--- src/rtl/lcd_timing_sequencer_pkg.sv ---
// video_types: shared types and default timing for the LCD timing sequencer.
//   LcdMode        - STAT mode encoding (00 hblank, 01 vblank, 10 oam, 11 xfer)
//   StatIrqEnable  - STAT interrupt enable bits {lyc, oam, vblank, hblank}
//   LCD_*          - default frame timing
//   lcd_mode_decode - mode from the current (ly, dot) pair
package video_types;

  typedef enum logic [1:0] {
    MODE_HBLANK = 2'b00,
    MODE_VBLANK = 2'b01,
    MODE_OAM    = 2'b10,
    MODE_XFER   = 2'b11
  } LcdMode;

  typedef struct packed {
    logic lyc;
    logic oam;
    logic vblank;
    logic hblank;
  } StatIrqEnable;

  localparam int LCD_DOTS_PER_LINE = 456;
  localparam int LCD_OAM_DOTS      = 80;
  localparam int LCD_XFER_DOTS     = 172;
  localparam int LCD_VISIBLE_LINES = 144;
  localparam int LCD_TOTAL_LINES   = 154;

  // vblank lines win over the dot position; within a visible line the dot
  // position alone selects oam -> xfer -> hblank.
  function automatic LcdMode lcd_mode_decode(
    input logic [7:0] ly,
    input logic [8:0] dot,
    input logic [7:0] vis_lines,
    input logic [8:0] oam_end,
    input logic [8:0] xfer_end
  );
    LcdMode m;
    if (ly >= vis_lines)     m = MODE_VBLANK;
    else if (dot < oam_end)  m = MODE_OAM;
    else if (dot < xfer_end) m = MODE_XFER;
    else                     m = MODE_HBLANK;
    return m;
  endfunction

endpackage

--- src/rtl/lcd_timing_sequencer_stat.sv ---
// lcd_stat_irq_gen: STAT interrupt edge detector.
//   clk, reset_n   - clock, async active-low reset
//   lcd_enable_i   - LCD enable level; low clears the edge history
//   start_i        - first enabled clock after the LCD was off
//   mode_i         - mode the sequencer is about to register
//   lyc_match_i    - lyc_match the sequencer is about to register
//   stat_ie_i      - STAT interrupt enables
//   stat_irq_o     - one-clock pulse on a 0->1 of the combined STAT source
// Inputs are the sequencer's next-state values so the registered pulse lines
// up with the registered mode/ly it describes.
module lcd_stat_irq_gen
  import video_types::*;
(
  input  logic         clk,
  input  logic         reset_n,
  input  logic         lcd_enable_i,
  input  logic         start_i,
  input  LcdMode       mode_i,
  input  logic         lyc_match_i,
  input  StatIrqEnable stat_ie_i,
  output logic         stat_irq_o
);

  logic src_d, src_q;
  logic irq_d, irq_q;

  always_comb begin
    src_d = lcd_enable_i &
            ((stat_ie_i.lyc    & lyc_match_i) |
             (stat_ie_i.oam    & (mode_i == MODE_OAM)) |
             (stat_ie_i.vblank & (mode_i == MODE_VBLANK)) |
             (stat_ie_i.hblank & (mode_i == MODE_HBLANK)));
    // On the power-up clock only an lyc==0 match may interrupt; the oam
    // source is still recorded so it cannot fire a clock later.
    if (start_i) irq_d = lcd_enable_i & stat_ie_i.lyc & lyc_match_i;
    else         irq_d = src_d & ~src_q;
  end

  always_ff @(posedge clk or negedge reset_n) begin
    if (!reset_n) begin
      src_q <= 1'b0;
      irq_q <= 1'b0;
    end else begin
      src_q <= src_d;
      irq_q <= irq_d;
    end
  end

  assign stat_irq_o = irq_q;

endmodule

--- src/rtl/lcd_timing_sequencer.sv ---
// lcd_timing_sequencer: dot/line timing master for the renderer.
//   clk, reset_n  - clock, async active-low reset
//   lcd_enable    - LCD enable level; low holds every output at 0
//   lyc, stat_ie  - LY compare value, STAT interrupt enables
//   ly, dot, mode - current line, dot, STAT mode
//   lyc_match     - ly == lyc
//   drawline, frame_done, vblank_irq, stat_irq - one-clock strobes
//   oam_lock, vram_lock - CPU access refusal flags
// Every output is registered from the next-state dot/ly so it describes the
// same dot/ly pair that the counters show on that clock.
module lcd_timing_sequencer
  import video_types::*;
#(
  parameter int DOTS_PER_LINE = LCD_DOTS_PER_LINE,
  parameter int OAM_DOTS      = LCD_OAM_DOTS,
  parameter int XFER_DOTS     = LCD_XFER_DOTS,
  parameter int VISIBLE_LINES = LCD_VISIBLE_LINES,
  parameter int TOTAL_LINES   = LCD_TOTAL_LINES
) (
  input  logic       clk,
  input  logic       reset_n,
  input  logic       lcd_enable,
  input  logic [7:0] lyc,
  input  logic [3:0] stat_ie,
  output logic [7:0] ly,
  output logic [8:0] dot,
  output logic [1:0] mode,
  output logic       lyc_match,
  output logic       drawline,
  output logic       frame_done,
  output logic       vblank_irq,
  output logic       stat_irq,
  output logic       oam_lock,
  output logic       vram_lock
);

  if ((OAM_DOTS + XFER_DOTS >= DOTS_PER_LINE) || (DOTS_PER_LINE > 512) ||
      (TOTAL_LINES > 256) || (VISIBLE_LINES >= TOTAL_LINES)) begin : g_param_check
    $error("lcd_timing_sequencer: illegal timing parameters");
  end

  localparam logic [8:0] DOT_LAST = 9'(DOTS_PER_LINE - 1);
  localparam logic [8:0] OAM_END  = 9'(OAM_DOTS);
  localparam logic [8:0] XFER_END = 9'(OAM_DOTS + XFER_DOTS);
  localparam logic [7:0] LY_VIS   = 8'(VISIBLE_LINES);
  localparam logic [7:0] LY_LAST  = 8'(TOTAL_LINES - 1);

  logic         active_q;
  logic         start;
  logic [8:0]   dot_d, dot_q;
  logic [7:0]   ly_d, ly_q;
  LcdMode       mode_d, mode_q;
  logic         lyc_match_d, lyc_match_q;
  logic         drawline_d, drawline_q;
  logic         frame_done_d, frame_done_q;
  logic         vblank_d, vblank_q;
  logic         oam_lock_d, oam_lock_q;
  logic         vram_lock_d, vram_lock_q;
  StatIrqEnable ie;

  assign ie = StatIrqEnable'(stat_ie);

  always_comb begin
    start = lcd_enable & ~active_q;
    dot_d = 9'd0;
    ly_d  = 8'd0;
    // The power-up clock keeps dot/ly at 0 so the frame starts at line 0, dot 0.
    if (lcd_enable && active_q) begin
      if (dot_q == DOT_LAST) begin
        dot_d = 9'd0;
        ly_d  = (ly_q == LY_LAST) ? 8'd0 : ly_q + 8'd1;
      end else begin
        dot_d = dot_q + 9'd1;
        ly_d  = ly_q;
      end
    end

    mode_d       = lcd_enable ? lcd_mode_decode(ly_d, dot_d, LY_VIS, OAM_END, XFER_END)
                              : MODE_HBLANK;
    lyc_match_d  = lcd_enable & (ly_d == lyc);
    drawline_d   = lcd_enable & (ly_d < LY_VIS) & (dot_d == OAM_END);
    vblank_d     = lcd_enable & (ly_d == LY_VIS) & (dot_d == 9'd0);
    frame_done_d = lcd_enable & (ly_d == LY_LAST) & (dot_d == DOT_LAST);
    oam_lock_d   = lcd_enable & ((mode_d == MODE_OAM) | (mode_d == MODE_XFER));
    vram_lock_d  = lcd_enable & (mode_d == MODE_XFER);
  end

  always_ff @(posedge clk or negedge reset_n) begin
    if (!reset_n) begin
      active_q     <= 1'b0;
      dot_q        <= 9'd0;
      ly_q         <= 8'd0;
      mode_q       <= MODE_HBLANK;
      lyc_match_q  <= 1'b0;
      drawline_q   <= 1'b0;
      frame_done_q <= 1'b0;
      vblank_q     <= 1'b0;
      oam_lock_q   <= 1'b0;
      vram_lock_q  <= 1'b0;
    end else begin
      active_q     <= lcd_enable;
      dot_q        <= dot_d;
      ly_q         <= ly_d;
      mode_q       <= mode_d;
      lyc_match_q  <= lyc_match_d;
      drawline_q   <= drawline_d;
      frame_done_q <= frame_done_d;
      vblank_q     <= vblank_d;
      oam_lock_q   <= oam_lock_d;
      vram_lock_q  <= vram_lock_d;
    end
  end

  lcd_stat_irq_gen u_stat (
    .clk          (clk),
    .reset_n      (reset_n),
    .lcd_enable_i (lcd_enable),
    .start_i      (start),
    .mode_i       (mode_d),
    .lyc_match_i  (lyc_match_d),
    .stat_ie_i    (ie),
    .stat_irq_o   (stat_irq)
  );

  assign ly         = ly_q;
  assign dot        = dot_q;
  assign mode       = mode_q;
  assign lyc_match  = lyc_match_q;
  assign drawline   = drawline_q;
  assign frame_done = frame_done_q;
  assign vblank_irq = vblank_q;
  assign oam_lock   = oam_lock_q;
  assign vram_lock  = vram_lock_q;

endmodule

--- config.mk ---
export PLATFORM = sky130hd
export DESIGN_NAME = lcd_timing_sequencer
export DESIGN_NICKNAME = d
export VERILOG_FILES = /design/src/rtl/lcd_timing_sequencer_pkg.sv /design/src/rtl/lcd_timing_sequencer_stat.sv /design/src/rtl/lcd_timing_sequencer.sv
export SDC_FILE = /design/constraint.sdc
export NUM_CORES = 1
export LEC_CHECK = 0
export CORE_ASPECT_RATIO = 1.25
export CORE_UTILIZATION = 25
export DETAILED_ROUTE_END_ITERATION = 10
export PLACE_DENSITY = 0.47
export RECOVER_POWER = 100
export SLEW_MARGIN = 10
export SYNTH_ARGS = -nofsm -noshare
export SYNTH_HDL_FRONTEND = slang
export SYNTH_SLANG_ARGS = --single-unit
--- constraint.sdc ---
create_clock -name clk -period 3.6 [get_ports clk]
set_input_delay 0.36 -clock clk [delete_from_list [all_inputs] [get_ports clk]]
set_output_delay 0.36 -clock clk [all_outputs]
set_load 0.02 [all_outputs]
After elaboration in Yosys (flattened, before gate mapping)
Cells that the tools add are included.

$add $sub $neg: 2. Magnitude comparators: 4. Eq/ne operators: 10. Mux-type cells: 10. Bitwise gates (word level): 24. Reductions and logical operators: 3.

Operators with widths (count): equality test 8 bit, second input constant (3); two-way mux 8 bit (3); AND 1 bit (18); equality test 9 bit, second input constant (2); two-way mux 9 bit (2); adder 9 x 1 -> 9 bit, second input constant (1); equality test 9 x 7 -> 1 bit, second input constant (1); logical NOT 9 bit (1); less-than comparator 9 x 7 -> 1 bit, second input constant (1); less-than comparator 9 x 8 -> 1 bit, second input constant (1); adder 8 x 1 -> 8 bit, second input constant (1); equality test 8 bit (1); >= comparator 8 bit, second input constant (1); less-than comparator 8 bit, second input constant (1); two-way mux 2 bit (4); equality test 2 bit, second input constant (2); OR 1 bit (4); equality test 2 x 1 -> 1 bit, second input constant (1); logical NOT 2 bit (1); inverter 1 bit (2); logical AND 1 bit (1); two-way mux 1 bit (1).

Flip-flop bits (word level): 28. Bits of input ports: 15. Output and inout port bits: 26.

Depth between registers and ports, before layout
Gate-level depths: netlist of the first run.

Depth in word-level cells: 16. Gate-level depth with buffers: 11. Mapped depth without buffers: 10.

By module
From an unflattened synthesis of the first run, not the netlist that was laid out.

Cells, all modules: 210. Area total of the unflattened synthesis: 1888.1 sq um.

Modules (own cells, without submodules): lcd_timing_sequencer (times used 1, cells each 200, area each 1781.7 sq um); lcd_stat_irq_gen (times used 1, cells each 10, area each 106.4 sq um).

Worst setup path after synthesis of the first run
Ideal clock, no wire load.

Kind: register to register. Start point: reg dot_q[3], in the netlist dot[3]. End point: reg u_stat.irq_q, in the netlist u_stat.stat_irq_o. Library setup time: 0.090 ns. Arrival time: 2.613 ns. Required time: 3.510 ns. Path slack: 0.897 ns. Stages on the path, launching flop included: 12. Buffers on the path: 2. Period minus slack after synthesis: 2.703 ns. Path through: dfrtp_1 buf_6 or4b_4 buf_6 nor2_1 nor2_1 o21ai_0 inv_1 a311o_1 mux2i_1 or3_1 o221ai_1.

Longest elaborated chain between the ends: 16. Elaborated cells between the ends (all ways): 29. Those cells by class: add/sub: 1; order compare: 3; eq/ne: 4; mux: 9; bitwise: 11; reduce/logical: 1.

Ends and longest elaborated chain: from (decl) (RTL line lcd_timing_sequencer.sv:50) `logic [8:0] dot_d, dot_q;`; from (signal assigned) (RTL line lcd_timing_sequencer.sv:102) `dot_q <= dot_d;`; adder 9 x 1 -> 9 bit / equality test 9 bit (equally long branches) (RTL line lcd_timing_sequencer.sv:73, lcd_timing_sequencer.sv:69); two-way mux 9 bit (*) (RTL line lcd_timing_sequencer.sv:69) `if (dot_q == DOT_LAST) begin`; two-way mux 9 bit (*) (RTL line lcd_timing_sequencer.sv:68) `if (lcd_enable && active_q) begin`; via dot_d[8] (RTL line lcd_timing_sequencer.sv:50); less-than comparator 9 x 8 -> 1 bit (RTL line lcd_timing_sequencer_pkg.sv:40) `else if (dot < xfer_end) m = MODE_XFER;`; two-way mux 2 bit (RTL line lcd_timing_sequencer_pkg.sv:40); two-way mux 2 bit (*) (RTL line lcd_timing_sequencer_pkg.sv:39) `else if (dot < oam_end) m = MODE_OAM;`; two-way mux 2 bit (*) (RTL line lcd_timing_sequencer_pkg.sv:38) `if (ly >= vis_lines) m = MODE_VBLANK;`; (+2 left out); AND 1 bit (RTL line lcd_timing_sequencer_stat.sv:30) `(stat_ie_i.oam & (mode_i == MODE_OAM)) |`; OR 1 bit (RTL line lcd_timing_sequencer_stat.sv:29) `((stat_ie_i.lyc & lyc_match_i) |`; OR 1 bit (RTL line lcd_timing_sequencer_stat.sv:30); OR 1 bit (*) (RTL line lcd_timing_sequencer_stat.sv:31) `(stat_ie_i.vblank & (mode_i == MODE_VBLANK)) |`; AND 1 bit (*) (RTL line lcd_timing_sequencer_stat.sv:28) `src_d = lcd_enable_i &`; AND 1 bit (*) (RTL line lcd_timing_sequencer_stat.sv:36) `else irq_d = src_d & ~src_q;`; two-way mux 1 bit (*) (RTL line lcd_timing_sequencer_stat.sv:35) `if (start_i) irq_d = lcd_enable_i & stat_ie_i.lyc & lyc_match_i;`; via u_stat.irq_d (RTL line lcd_timing_sequencer_stat.sv:25) `logic irq_d, irq_q;`; to (signal assigned) (RTL line lcd_timing_sequencer_stat.sv:45) `irq_q <= irq_d;`; to (decl) (RTL line lcd_timing_sequencer_stat.sv:25).

Mark *: on every way through the listed nets, which the timed path passes. The rest lies on a longest branch.

Worst setup path after layout of the first run
Start point: reg dot_q[0], in the netlist dot[0]. End point: reg vblank_q, in the netlist vblank_irq.

Longest elaborated chain between the ends: 6. Elaborated cells between the ends (all ways): 10. Those cells by class: add/sub: 1; eq/ne: 2; mux: 4; bitwise: 2; reduce/logical: 1.

Ends and longest elaborated chain: equality test 9 bit (RTL line lcd_timing_sequencer.sv:69); two-way mux 8 bit (RTL line lcd_timing_sequencer.sv:69); two-way mux 8 bit (RTL line lcd_timing_sequencer.sv:68); via ly_d[7] (RTL line lcd_timing_sequencer.sv:51) `logic [7:0] ly_d, ly_q;`; equality test 8 bit (RTL line lcd_timing_sequencer.sv:82) `vblank_d = lcd_enable & (ly_d == LY_VIS) & (dot_d == 9'd0);`; AND 1 bit (2 in series) (RTL line lcd_timing_sequencer.sv:82); via vblank_d (RTL line lcd_timing_sequencer.sv:56) `logic vblank_d, vblank_q;`; to (signal assigned) (RTL line lcd_timing_sequencer.sv:108) `vblank_q <= vblank_d;`; to (decl) (RTL line lcd_timing_sequencer.sv:56).

The timed path passes the listed nets, and every way through them passes these cells.

==> results.md, run 1 <==
- Post-synth top area share: 0.374
- Peak supply drop: 0.135 mV
- Pwr/cell area: 248 nW/um2
- Most frequent CP cell: nor4_1
- Gate power share: 0.105
- Antenna cell count: 0
- Routed len/inst: 17.5 um
- Longest Clk Path Bufs: 2
- Dpl cell area: 2340 um2
- Worst R2R Start: dot[0]$_DFF_PN0_
- Hold Vio Cnt, Final: 0
- Area Growth Syn to Fin: 26.3%
- EDFF count, synth: 0
- Yosys cell types: 58
- Largest net degree at the start of global routing: 29
- Post-Syn Nets: 226
- Iter 0 DRT Violations: 99
- Sw Ratio: 0.240
- Initial antenna violation count: 0
- Worst slew margin: -0.0480
- Design Area, Final: 2360 um2
- Worst-path cell chain: ha_1 -> nand4_1 -> buf_4 -> nor4_1 -> xnor2_1 -> nor2_1 -> o2111ai_1 -> nor4_1 -> and4_1
- Maxcap violations: 1
- Die width: 79.4 um
- First-pass GRT wire length: 9230 um
- Clock power frac: 0.345
- FF+latch count, synth: 28
- Post-route ant nets: 0
- Crit path DAT: 3.29 ns
- Period utilisation layout: 0.856
- Post-synthesis async set-or-reset flop share: 1.00
- Clock insertion delay at the later pin of the skew report: 0.28 ns
- CTS Hold Buffers Added: 0
- P_leak: 0.984 nW
- Hold Crit Class: flop to flop
- R2R setup slack: 0.52 ns
- Minimum clock period: 3.08 ns
- TritonRoute pass-1 iters: 4
- NetSw: 141 uW
- R2r endpoint: vblank_irq$_DFF_PN0_
- Max Freq: 324 MHz
- Hold Crit Start: u_stat.src_q$_DFF_PN0_
- Required @ worst endpoint: 3.81 ns
- Slowest CP cell: nor4_1
- Synth Area per Inst: 9.01 um2
- TritonCTS buffer count: 3
- Max FO, Critical Path: 13
- YS warnings: 0
- Worst Clk Skew: 0.00235 ns
- Crit end category: flop
- Routability-driven placement congestion ratio: 0.827
- Internal power: 445 uW
- Layout Nets: 261
- H-tree depth: 1
- Total grt overflow: 0
- Top cells by area, synth: dfrtp_1 37%, nor2_1 4.2%, xnor2_1 3.7%
- DR DRC count: 0
- Leading area contributor after synthesis: dfrtp_1
- WL final: 5820 um
- Synth cell count leaders: 28 x dfrtp_1, 21 x nor2_1, 14 x nand2_1
- FF-to-FF path depth: 9
- Vias in the first global route: 1675
- Critical path class: flop to flop
- Reg power frac: 0.550
- Most frequent cell after synthesis: dfrtp_1
- Buffers on Ports: 40
- Root Driver: clkbuf_8
- Worst-Margin Slew: 1.57 ns
- Cell row count: 34
- Startpoint types: flop
- Final HPWL DP: 4570 um
- Crit path largest cell delay: 0.49 ns
- Status: finished, violations left
- Top-Level Pins: 41
- Chip height: 98.8 um
- Post-CTS Setup Repair Bufs: 0
- Ys flop type: dfrtp_1
- Clock sink count: 28
- Violated checks: capacitance limit, slew limit
- Hold path cells: 3
- Starting density of the core: 0.264
- Mapped Area: 1870 um2
- Core Region: 7100 um2
- Die footprint: 7840 um2
- Via density: 5.28
- Vias post-DR: 1752
- TNS Setup: 0 ns
- Register area share after synthesis: 0.374
- RSZ-0062 raised after global routing: no
- TritonCTS clock tree: done
- Fraction of layout cells with a size suffix above 1: 0.0579
- Mapped Cells: 208
- Max-slew violations: 29
- Worst-path clk slew: 0.10 ns
- Total GRT Usage: 0.154
- Worst Hold Endpoint: u_stat.stat_irq_o$_DFF_PN0_
- Post-cts resize count: 0
- Final setup vio count: 0
## metal layers
metal / track usage / vias to the layer above / share of wire
li1: - / 841 / -
met1: 0.193 / 853 / 0.42
met2: 0.270 / 46 / 0.51
met3: 0.0222 / 12 / 0.040
met4: 0.0462 / 0 / 0.023
met5: 0 / - / 0
## worst max path at each step
stage	from	to	slack, ns	cells after the start
2_1_floorplan	dot[3]$_DFF_PN0_	u_stat.stat_irq_o$_DFF_PN0_	0.90	11
3_3_place_gp	dot[0]$_DFF_PN0_	vblank_irq$_DFF_PN0_	0.60	9
3_5_place_dp	dot[0]$_DFF_PN0_	u_stat.stat_irq_o$_DFF_PN0_	0.62	9
4_1_cts	dot[0]$_DFF_PN0_	u_stat.stat_irq_o$_DFF_PN0_	0.61	9
5_1_grt	dot[0]$_DFF_PN0_	vblank_irq$_DFF_PN0_	0.24	9
6_report	dot[0]$_DFF_PN0_	vblank_irq$_DFF_PN0_	0.52	9
## state kept, by name, indices dropped and copies added (netlist names)
register,cells
drawline,1
active_q,1
frame_done,1
ly,8
vram_lock,1
u_stat.src_q,1
u_stat.stat_irq_o,1
lyc_match,1
dot,9
mode,2
vblank_irq,1
oam_lock,1
## final cells by class
type	instances	area, um2
Multi-Input combinational cell	158	1040
Fill cell	777	4740
Timing Repair Buffer	44	427
Inverter	8	30.0
Sequential cell	28	701
Tap cell	90	113
Clock buffer	4	55.1
## critical path: cells and delay by family, from the launching register on
kind | cells | cell delay, ns
buf+inv | 1 | 0.20
simple gates | 5 | 1.56
compound gates | 1 | 0.16
xor+xnor | 1 | 0.23
flops | 1 | 0.47
fa+ha+maj | 1 | 0.40
## kinds of logic (layout without fill, tap and decap cells)
kind of cell / count (synthesis) / after routing / share of synthesized area
and+or+nand+nor: 96 / 96 / 0.294
AOI/OAI and AO/OA: 44 / 44 / 0.184
DFF: 28 / 28 / 0.374
buffers and inverters: 22 / 56 / 0.0548
xor gates and xnor gates: 10 / 10 / 0.0468
muxes: 5 / 5 / 0.0267
adders and majority gates: 3 / 3 / 0.0200
## placed cells by master (no fill, tap or decap), drive strengths merged, types with 3 or more instances in the layout
cell and count:
o211ai 3, and3 4, or3 4, nor2b 3
dlygate4sd3 28, a21oi 6, nor2 21, nand4 6
o22ai 3, nand3 8, nand2 14, clkdlybuf4s50 12
nor3 7, inv 8, o21ai 9, buf 3
nor4 6, nand3b 3, ha 3, and4 3
dfrtp 28, clkbuf 5, nor4b 3, mux2i 5
xnor2 8, and2 4
## stage by stage
step / hold WS [ns] / utilization / cells / total power, mW / worst slack [ns]
5_1_grt: 0.646 / 0.333 / 332 / 0.610 / 0.237
2_1_floorplan: 0.0644 / - / 208 / 0.355 / 0.897
3_3_place_gp: 0.594 / 0.330 / 328 / 0.394 / 0.598
3_5_place_dp: 0.601 / 0.330 / 328 / 0.394 / 0.624
6_report: 0.605 / 0.333 / 332 / 0.586 / 0.517
4_1_cts: 0.484 / 0.338 / 332 / 0.595 / 0.612
## power groups by stage
stage               combinational (mW)  sequential (mW)  clock (mW)
floorplan                       0.0252            0.330           0
global placement                0.0653            0.328           0
detailed placement              0.0650            0.329           0
CTS                             0.0654            0.322       0.207
global route                    0.0677            0.323       0.219
finish                          0.0614            0.322       0.202
No activity file was read; power rests on OpenSTA's default activity.
==> run 2, diff against run 1 <==
PLACE_DENSITY = 0.49   (was 0.47)
SLEW_MARGIN = 20   (was 10)
clock period = 2.5 ns   (was 3.6 ns; I/O delays follow)
==> run 2 against run 1 <==
Compared with the run above: the flow finishes with violations (setup timing); global-route usage grew 0.22 points; routed wire length grew 1.8%; largest cell class unchanged; worst hold slack lost 0.14 ns; highest routed layer unchanged; combinational power grew 87%; sequential power grew 43%; die area is the same; maximum frequency grew 23%; sequential cell count is the same; non-clock buffer count grew 50.
==> results.md, run 2 (same netlist as run 1, synthesis figures left out) <==
- Die width: 79.4 um
- Hold Vio Cnt, Final: 0
- Root Driver: clkbuf_8
- CP Launch Point: dot[4]$_DFF_PN0_
- Most common cell after layout, fill and taps aside: buf_4
- TritonCTS clock tree: done
- Final Core Density: 0.411
- Final setup vio count: 1
- Most frequent cells in the layout: 46 x buf_4, 29 x clkdlybuf4s50_1, 25 x dfrtp_1
- Fraction of layout cells with a size suffix above 1: 0.305
- Violated checks: setup timing
- Antenna cell count: 0
- H-tree depth: 1
- Clock insertion delay at the later pin of the skew report: 0.27 ns
- Total GRT Usage: 0.157
- Hold Crit Class: primary input to async pin
- WL final: 5920 um
- Clock sink count: 28
- R2r endpoint: u_stat.stat_irq_o$_DFF_PN0_
- TNS Setup: -0.0139 ns
- Routability-driven placement congestion ratio: 0.824
- Final std cells w/o fill: 382
- Layout Nets: 311
- Buf/Inv on CP: 1
- Die footprint: 7840 um2
- Initial antenna violation count: 0
- Fin worst setup slack: -0.0139 ns
- Max reg flops: 9
- TritonCTS buffer count: 3
- Max FO, Critical Path: 6
- Vias post-DR: 1943
- Maxcap violations: 0
- Routed len/inst: 15.5 um
- Final HPWL DP: 4810 um
- Area Growth Syn to Fin: 55.9%
- CTS Hold Buffers Added: 0
- TritonRoute pass-1 iters: 4
- Chip height: 98.8 um
- Crit path largest cell delay: 0.60 ns
- Starting density of the core: 0.264
- Worst hold slack: 0.467 ns
- Max-slew violations: 0
- Top delay family on crit path: simple AND/OR/NAND/NOR gates
- Worst Clk Skew: 0.00258 ns
- Total grt overflow: 0
- P_leak: 1.23 nW
- Met3 usage: 0.0185
- Slowest CP cell: or4b_4
- WP depth: 8
- First-pass GRT wire length: 9370 um
- Via density: 5.09
- GR Layer Usage met2: 0.290
- Top-Level Pins: 41
- GR Util met1: 0.182
- Worst R2R Start: dot[4]$_DFF_PN0_
- Worst slew margin: 0.524
- Inst Count DP: 372
- Minimum clock period: 2.51 ns
- Worst-path clk slew: 0.09 ns
- Core Region: 7100 um2
- Grt peak-use layer: met2
- Worst-path cell chain: or4b_4 -> buf_6 -> or4_4 -> o211ai_4 -> xnor2_1 -> and3_1 -> nand4_1 -> o221ai_1
- Pwr/cell area: 291 nW/um2
- Startpoint types: flop
- DR DRC count: 0
- Max Freq: 398 MHz
- Critical path class: flop to flop
- Largest net degree at the start of global routing: 17
- Cell row count: 34
- Status: finished, violations left
- Crit end category: flop
- Peak supply drop: 0.189 mV
- Vias in the first global route: 1894
- Period utilisation layout: 1.01
- Critical Path Sink: u_stat.stat_irq_o$_DFF_PN0_
- R2R setup slack: -0.01 ns
- Iter 0 DRT Violations: 47
- Post-route ant nets: 0
- Worst-Margin Slew: 0.711 ns
- Required @ worst endpoint: 2.69 ns
- Buffers on Ports: 40
- Longest Clk Path Bufs: 2
- Crit path DAT: 2.70 ns
- FF-to-FF path depth: 8
- RSZ-0062 raised after global routing: yes
==> run 2: cell types whose count changed in the layout (fill, tap and decap cells not counted), sizes merged <==
cell / previous run / this run
clkdlybuf4s50: 12 / 29
clkbuf: 5 / 7
dlygate4sd3: 28 / 11
buf: 3 / 51
==> run 2: power breakdown <==
| part | internal (mW) | switching [mW] |
|---|---|---|
| registers | 0.458 | 0.00349 |
| logic | 0.0584 | 0.0563 |
| clock network | 0.141 | 0.134 |
| total | 0.657 | 0.194 |
==> run 2: cell type report <==
cell class,count,area (um2)
inverters,8,30.0
well taps,90,113
multi-input cells,158,1200
flip-flops and latches,28,704
fillers,707,4180
clock buffers,4,55.1
repair buffers,94,817
==> run 2: worst min path at each step <==
stage / to / cells after the start
4_1_cts: dot[7]$_DFF_PN0_ / 1
2_1_floorplan: active_q$_DFF_PN0_ / 0
5_1_grt: dot[7]$_DFF_PN0_ / 1
3_5_place_dp: u_stat.stat_irq_o$_DFF_PN0_ / 3
3_3_place_gp: u_stat.stat_irq_o$_DFF_PN0_ / 3
6_report: dot[7]$_DFF_PN0_ / 1
==> run 2: repair_timing <==
action / CTS / global route
setup endpoints to repair: 6 / 7
buffers inserted: 0 / 6
gates resized for setup: 9 / 13
pin swaps: 6 / 9
==> run 2: through the flow <==
stage	instance area, um2	power [mW]	worst slack [ns]
2_1_floorplan	1930	0.512	-0.0936
3_3_place_gp	2720	0.586	-0.0455
3_5_place_dp	2720	0.586	-0.0740
4_1_cts	2820	0.869	-0.0166
5_1_grt	2920	0.897	-0.149
6_report	2920	0.851	-0.0139
==> run 2: per-layer routing <==
| metal | vias up | wire length [um] | share of wire |
|---|---|---|---|
| li1 | 944 | - | - |
| met1 | 947 | 2350 | 0.40 |
| met2 | 40 | 3250 | 0.55 |
| met3 | 12 | 163 | 0.028 |
| met4 | 0 | 153 | 0.026 |
| met5 | - | 0 | 0 |
